$ cat src/rtl/stage_m.sv
// Memory stage: E/M pipeline register, req/gnt/rvalid data-memory port and StallM generation.
// Optional one-entry posted store buffer enabled with `define STAGE_M_WBUF_EN.
module stage_m #(
    parameter int unsigned WIDTH = 32
) (
    input  logic             clk,
    input  logic             rst,
    input  logic [WIDTH-1:0] ALUResultE,
    input  logic [WIDTH-1:0] WriteDataE,
    input  logic [4:0]       RdE,
    input  logic             RegWriteE,
    input  logic             MemWriteE,
    input  logic [1:0]       ResultSrcE,
    input  logic [WIDTH-1:0] PCPlus4E,
    output logic [WIDTH-1:0] ALUResultM,
    output logic [WIDTH-1:0] WriteDataM,
    output logic [WIDTH-1:0] PCPlus4M,
    output logic [4:0]       RdM,
    output logic             RegWriteM,
    output logic [1:0]       ResultSrcM,
    output logic [WIDTH-1:0] ReadDataM,
    output logic             StallM,
    output logic             dmem_req,
    output logic             dmem_we,
    output logic [WIDTH-1:0] dmem_addr,
    output logic [WIDTH-1:0] dmem_wdata,
    input  logic             dmem_gnt,
    input  logic             dmem_rvalid,
    input  logic [WIDTH-1:0] dmem_rdata
);

    typedef enum logic [0:0] {StIdle, StResp} state_e;

    state_e           state_q, state_d;
    logic [WIDTH-1:0] alu_q, wdata_q, pcplus4_q;
    logic [4:0]       rd_q;
    logic             regwrite_q, memwrite_q;
    logic [1:0]       resultsrc_q;

    logic load_m, store_m, memop, complete;

`ifdef STAGE_M_WBUF_EN
    logic             wb_valid_q, wb_valid_d;
    logic [WIDTH-1:0] wb_addr_q, wb_addr_d;
    logic [WIDTH-1:0] wb_data_q, wb_data_d;
`endif

    // Load wins when both load and store are flagged.
    assign load_m  = (resultsrc_q == 2'b01);
    assign store_m = memwrite_q & ~load_m;
    assign memop   = load_m | memwrite_q;

    always_comb begin
        state_d    = state_q;
        dmem_req   = 1'b0;
        dmem_we    = 1'b0;
        dmem_addr  = alu_q;
        dmem_wdata = wdata_q;
        complete   = 1'b0;
`ifdef STAGE_M_WBUF_EN
        wb_valid_d = wb_valid_q;
        wb_addr_d  = wb_addr_q;
        wb_data_d  = wb_data_q;
`endif
        unique case (state_q)
            StIdle: begin
`ifdef STAGE_M_WBUF_EN
                // A pending buffered store owns the port; loads wait behind it.
                if (wb_valid_q) begin
                    dmem_req   = 1'b1;
                    dmem_we    = 1'b1;
                    dmem_addr  = wb_addr_q;
                    dmem_wdata = wb_data_q;
                    if (dmem_gnt) begin
                        wb_valid_d = 1'b0;
                    end
                end else if (store_m) begin
                    wb_valid_d = 1'b1;
                    wb_addr_d  = alu_q;
                    wb_data_d  = wdata_q;
                    complete   = 1'b1;
                end else if (load_m) begin
                    dmem_req = 1'b1;
                    if (dmem_gnt) begin
                        state_d = StResp;
                    end
                end
`else
                dmem_req = memop;
                dmem_we  = store_m;
                if (store_m && dmem_gnt) begin
                    complete = 1'b1;
                end
                if (load_m && dmem_gnt) begin
                    state_d = StResp;
                end
`endif
            end
            StResp: begin
                if (dmem_rvalid) begin
                    complete = 1'b1;
                    state_d  = StIdle;
                end
            end
        endcase
    end

    assign StallM    = memop & ~complete;
    assign ReadDataM = (state_q == StResp && dmem_rvalid) ? dmem_rdata : '0;

    always_ff @(posedge clk) begin
        if (rst) begin
            state_q     <= StIdle;
            alu_q       <= '0;
            wdata_q     <= '0;
            pcplus4_q   <= '0;
            rd_q        <= '0;
            regwrite_q  <= 1'b0;
            memwrite_q  <= 1'b0;
            resultsrc_q <= '0;
        end else begin
            state_q <= state_d;
            if (!StallM) begin
                alu_q       <= ALUResultE;
                wdata_q     <= WriteDataE;
                pcplus4_q   <= PCPlus4E;
                rd_q        <= RdE;
                regwrite_q  <= RegWriteE;
                memwrite_q  <= MemWriteE;
                resultsrc_q <= ResultSrcE;
            end
        end
    end

`ifdef STAGE_M_WBUF_EN
    always_ff @(posedge clk) begin
        if (rst) begin
            wb_valid_q <= 1'b0;
            wb_addr_q  <= '0;
            wb_data_q  <= '0;
        end else begin
            wb_valid_q <= wb_valid_d;
            wb_addr_q  <= wb_addr_d;
            wb_data_q  <= wb_data_d;
        end
    end
`endif

    assign ALUResultM = alu_q;
    assign WriteDataM = wdata_q;
    assign PCPlus4M   = pcplus4_q;
    assign RdM        = rd_q;
    assign RegWriteM  = regwrite_q;
    assign ResultSrcM = resultsrc_q;

endmodule

$ cat config.mk
export PLATFORM = sky130hd
export DESIGN_NAME = stage_m
export DESIGN_NICKNAME = d
export VERILOG_FILES = /design/src/rtl/stage_m.sv
export SDC_FILE = /design/constraint.sdc
export NUM_CORES = 1
export LEC_CHECK = 0
export CAP_MARGIN = 25
export CORE_ASPECT_RATIO = 1.5
export CORE_MARGIN = 2
export CORE_UTILIZATION = 30
export CTS_BUF_LIST = sky130_fd_sc_hd__clkbuf_8
export CTS_CLUSTER_SIZE = 24
export DETAILED_ROUTE_END_ITERATION = 12
export PLACE_DENSITY = 0.71
export SLEW_MARGIN = 0
export SYNTH_ARGS = -nofsm -noshare
export SYNTH_HDL_FRONTEND = slang
export SYNTH_SLANG_ARGS = --single-unit
$ cat constraint.sdc
create_clock -name clk -period 1.4 [get_ports clk]
set_clock_uncertainty 0.05 [all_clocks]
set_input_delay 0.28 -clock clk [delete_from_list [all_inputs] [get_ports clk]]
set_output_delay 0.28 -clock clk [all_outputs]
set_load 0.01 [all_outputs]
# After elaboration in Yosys (flattened, before gate mapping)
# Cells that the tools add are included.
[word_totals]
regBits = 106
wordCells = 27
out_inout_bits = 203
input_bits = 141
[op_classes]
n_eq_ne = 1
n_mux = 9
n_bitwise = 6
reduce_logical = 3
[op_table]
columns = ["cell", "count"]
rows = [
  ["two-way mux 32 bit", 1],
  ["two-way mux 1 bit", 6],
  ["one-hot mux 1 bit (2 select lines)", 2],
  ["logical AND 1 bit", 3],
  ["inverter 1 bit", 3],
  ["bitwise AND 1 bit", 2],
  ["== test 2 x 1 -> 1 bit (second input constant)", 1],
  ["OR 1 bit", 1],
]

# Logic depth before layout (Yosys ltp)
[depth]
word_depth = 8
mapped_depth = 6
depth_no_buf = 3

# Worst setup path before layout
# OpenSTA, ideal clock, no wires.
[synth_timing]
path_type = "register -> output"
startpoint = "register resultsrc_q[1], in the netlist ResultSrcM[1]"
endpoint = "output dmem_req"
t_arrival_ns = 1.189
stages_incl_launch_ff = 6
n_path_buf = 3
t_required_ns = 1.070
setup_slack_ns = -0.119
cell_sequence = "dfxtp_1 nand2b_1 buf_6 buf_2 buf_2 a21oi_1"
[synth_via]
elab_chain_len = 3
[synth_rtl]
columns = ["element", "line", "rtl"]
rows = [
  ["start, declared", "38", "logic [1:0] resultsrc_q;"],
  ["start signal, assigned", "130", "resultsrc_q <= ResultSrcE;"],
  ["== test 2 x 1 -> 1 bit", "49", "assign load_m = (resultsrc_q == 2'b01);"],
  ["OR 1 bit", "51", "assign memop = load_m | memwrite_q;"],
  ["two-way mux 1 bit", "65", "unique case (state_q)"],
  ["end, declared", "23", "output logic dmem_req,"],
]
# Every way passes these cells.

# Worst setup path after layout
[layout_timing]
startpoint = "register state_q"
endpoint = "register wdata_q[24], in the netlist WriteDataM[24]"
[layout_via]
elab_chain_len = 4
[layout_rtl]
columns = ["element", "line", "rtl"]
rows = [
  ["start, declared", "34", "state_e state_q, state_d;"],
  ["start signal, assigned", "113", "state_q <= StIdle;"],
  ["start signal, assigned", "122", "state_q <= state_d;"],
  ["inverter 1 bit", "--", ""],
  ["one-hot mux 1 bit (2 select lines) (*)", "65", ""],
  ["inverter 1 bit (*)", "108", "assign StallM = memop & ~complete;"],
  ["bitwise AND 1 bit (*)", "108", ""],
  ["end signal, assigned", "125", "wdata_q <= WriteDataE;"],
  ["end, declared", "35", "logic [WIDTH-1:0] alu_q, wdata_q, pcplus4_q;"],
]
# Every way passes the cells marked *; elsewhere a longest branch is shown, timed or not.
# A chain may end at the register's enable or synchronous reset.

==> results.py <==
metrics = {
    "outcome": {
        "outcome": "finished with violations",
        "violations": "setup timing",
    },
    "drt": {
        "first_pass_iters": 6,
        "wirelength_microns": 33000,
        "via_count": 9352,
        "drtIter0Drc": 767,
        "drc": 0,
        "via_per_inst": 5.87,
        "routedWlPerCell_microns": 20.7,
        "ant_nets": 0,
    },
    "place": {
        "place_congestion": 0.836,
        "placed_area_sq_mm": 0.0118,
        "port_buffers": 343,
        "dp.cells": 1545,
        "hpwl_microns": 21000,
        "pre_cts_slack_ns": -0.505,
    },
    "sta": {
        "max_freq_ghz": 0.578,
        "max-slew-margin-rel_pct": 68.9,
        "hold_viol": 0,
        "fin_ws_ns": -0.331,
        "max_slew.worst_pin.slew_ns": 0.466,
        "fin_crit_sh_pct": 124,
        "setup_viol": 141,
        "final_max_slew_viol_count": 0,
        "rsz0062_at_grt": "true",
        "period_needed_ns": 1.73,
        "tns_ns": -38.02,
    },
    "grt": {
        "overflow": 0,
        "grt_pass1_vias": 9018,
        "grt_usage_pct": 22.2,
        "grt_pass1_wl_microns": 50000,
        "antenna_found_initial": 0,
        "grt_max_degree": 72,
    },
    "cts": {
        "numCtsBuffers": 9,
        "hold_buffers": 0,
        "cts-root-buf": "clkbuf_8",
        "h-tree-depth": 3,
        "clockBufferDepth": 2,
        "cts_tree": "done",
        "clk_latency_ns": 0.40,
        "clkTransAtPathRegs_ns": 0.10,
        "cts_sinks": 106,
    },
    "die": {
        "initial_core_util_pct": 30.5,
        "coreArea_sq_mm": 0.0265,
        "io_pins": 344,
        "die_h_microns": 205,
        "rows": 73,
        "dieArea_sq_mm": 0.0283,
        "fp.dieW_microns": 138,
    },
    "critical_path": {
        "cp_data_required_time_ns": 1.65,
        "timing.rr.end": "WriteDataM[24]$_SDFFE_PP0N_",
        "path_max_fanout": 12,
        "worstSetupPathType": "reg2reg",
        "cp-end-kind": "register",
        "crit_chain": "buf_16 -> buf_6 -> nor2b_4 -> buf_6 -> clkbuf_16 -> nor4_1 -> a211o_1",
        "r2r_cells": 7,
        "r2r_slack_ns": -0.33,
        "cp_slowest_stage_delay_ns": 0.41,
        "crit_top_cell": "buf_6",
        "critPathLaunchType": "register",
        "worstPathArrival_ns": 1.98,
        "slowest_stage": "dfxtp_4",
        "worstReg2RegStart": "state_q$_SDFF_PP0_",
    },
    "run": {
        "max-cap-violations": 0,
    },
    "synthesis": {
        "syn_inst": 984,
        "synth_top_area_cell": "dfxtp_1",
        "ys_warn_count": 0,
        "syn_area_per_cell_sq_um": 8.20,
        "synth_top_cell_area_share_pct": 26.3,
        "synth-seq-cells": 106,
        "synth_area_sq_mm": 0.00807,
        "synth.distinct_cells": 25,
        "syn_nets": 1125,
        "synthTopCellsByArea": "dfxtp_1 26%, a211o_1 11%, nand4b_1 11%",
        "synth_seq_area_share_pct": 26.3,
    },
    "power": {
        "power.total_mw": 9.87,
        "pwr_density_cell_mw_per_mm2": 791,
        "p_leak_nw": 5.55,
        "max-vdd-ir-drop_mv": 0.468,
    },
    "hold_path": {
        "hold_class": "in2reg",
        "min_from": "rst",
        "min_to": "state_q$_SDFF_PP0_",
        "hold_depth": 3,
    },
    "finish": {
        "nNetsFinal": 1392,
        "fill_cells": 2503,
        "multi_input_area_sq_mm": 0.00499,
        "final_cell_mix": "138 x clkdlybuf4s50_1, 113 x and3_1, 102 x nand2b_1, 102 x nand4b_1, 102 x a211o_1",
        "syn_to_final_growth_pct": 54.7,
        "final_common_cell": "clkdlybuf4s50_1",
        "stdcell_count": 1594,
        "seq_area_sq_mm": 0.00220,
        "drive_above_1_share_pct": 27.5,
        "final_area_sq_mm": 0.0125,
    },
}
-- cell usage after synthesis --
cell	n
o311ai_1	1
nor3_1	1
buf_2	42
a41o_1	1
clkbuf_1	88
a211o_1	102
nor2_1	1
buf_4	67
buf_6	6
o211ai_1	2
and3_1	134
buf_1	5
nand2_1	3
dfxtp_1	106
nor3b_1	1
o31ai_1	102
o311a_1	1
a21oi_1	4
nor2b_1	3
o21ai_0	3
nor4_1	102
nand4b_1	102
inv_2	2
and2_1	1
nand2b_1	104
-- layout make-up --
class	instances	share of cell area [%]
Multi-Input combinational cell	668	40.0
Timing Repair Buffer	464	37.4
Sequential cell	106	17.7
Tap cell	337	3.38
Clock buffer	9	0.992
Clock inverter	7	0.491
Inverter	2	0.0701
Antenna cell	1	0.0200
-- worst max path at each step --
stage	from	depth (start not counted)	slack, ns	end
finish	state_q$_SDFF_PP0_	7	-0.33	WriteDataM[24]$_SDFFE_PP0N_
global placement	dmem_gnt	5	-0.50	StallM
detailed placement	dmem_gnt	5	-0.51	StallM
floorplan	ResultSrcM[1]$_SDFFE_PP0N_	6	-0.04	ALUResultM[11]$_SDFFE_PP0N_
global route	state_q$_SDFF_PP0_	7	-0.36	ALUResultM[1]$_SDFFE_PP0N_
CTS	state_q$_SDFF_PP0_	4	-0.36	dmem_we
-- critical path: cells and delay by family, from the launching register on --
kind / cells / cell delay, ns
compound gates: 1 / 0.27
flops: 1 / 0.41
simple gates: 2 / 0.27
buf+inv: 4 / 0.62
-- flip-flops by register name, summed over array words and instances (netlist names) --
| signal | flops |
|---|---|
| ALUResultM | 32 |
| PCPlus4M | 32 |
| RdM | 5 |
| memwrite_q | 1 |
| WriteDataM | 32 |
| state_q | 1 |
| RegWriteM | 1 |
| ResultSrcM | 2 |
-- stage by stage --
step | utilization (%) | hold WS (ns)
final | 47.1 | 0.336
after floorplan | - | 0.392
after global routing | 47.1 | 0.338
after CTS | 46.9 | 0.312
after global placement | 44.6 | 0.481
after detailed placement | 44.6 | 0.495
-- power breakdown --
part	switching, mW	internal, mW	leakage (nW)
combinational	1.97	2.14	4.55
clock	1.22	0.812	0.100
sequential	0.307	3.43	0.899
-- cell families (layout without fill, tap and decap cells) --
logic type | count (synthesis) | in the layout | share of synthesized area (%)
compound gates | 216 | 216 | 21.5
simple gates | 452 | 452 | 38.1
buf+inv | 210 | 482 | 14.1
flops | 106 | 106 | 26.3
other cells | 0 | 1 | 0
-- per-layer routing --
layer / global-route usage [%] / up-vias / routed length [microns] / part of all wire, %
met5: 0 / - / 0 / 0
met4: 10.5 / 0 / 1240 / 3.7
met3: 3.84 / 63 / 2070 / 6.3
met2: 36.3 / 413 / 16500 / 50
met1: 28.0 / 4559 / 13200 / 40
li1: - / 4317 / - / -
-- timing repair --
| action | CTS | global route |
|---|---|---|
| buffers inserted | 20 | 5 |
| resized for setup | 553 | 150 |
| gates cloned | 5 | 4 |
| pin swaps | 10 | 4 |
| setup endpoints to repair | 308 | 256 |
No activity file was read; power rests on OpenSTA's default activity.
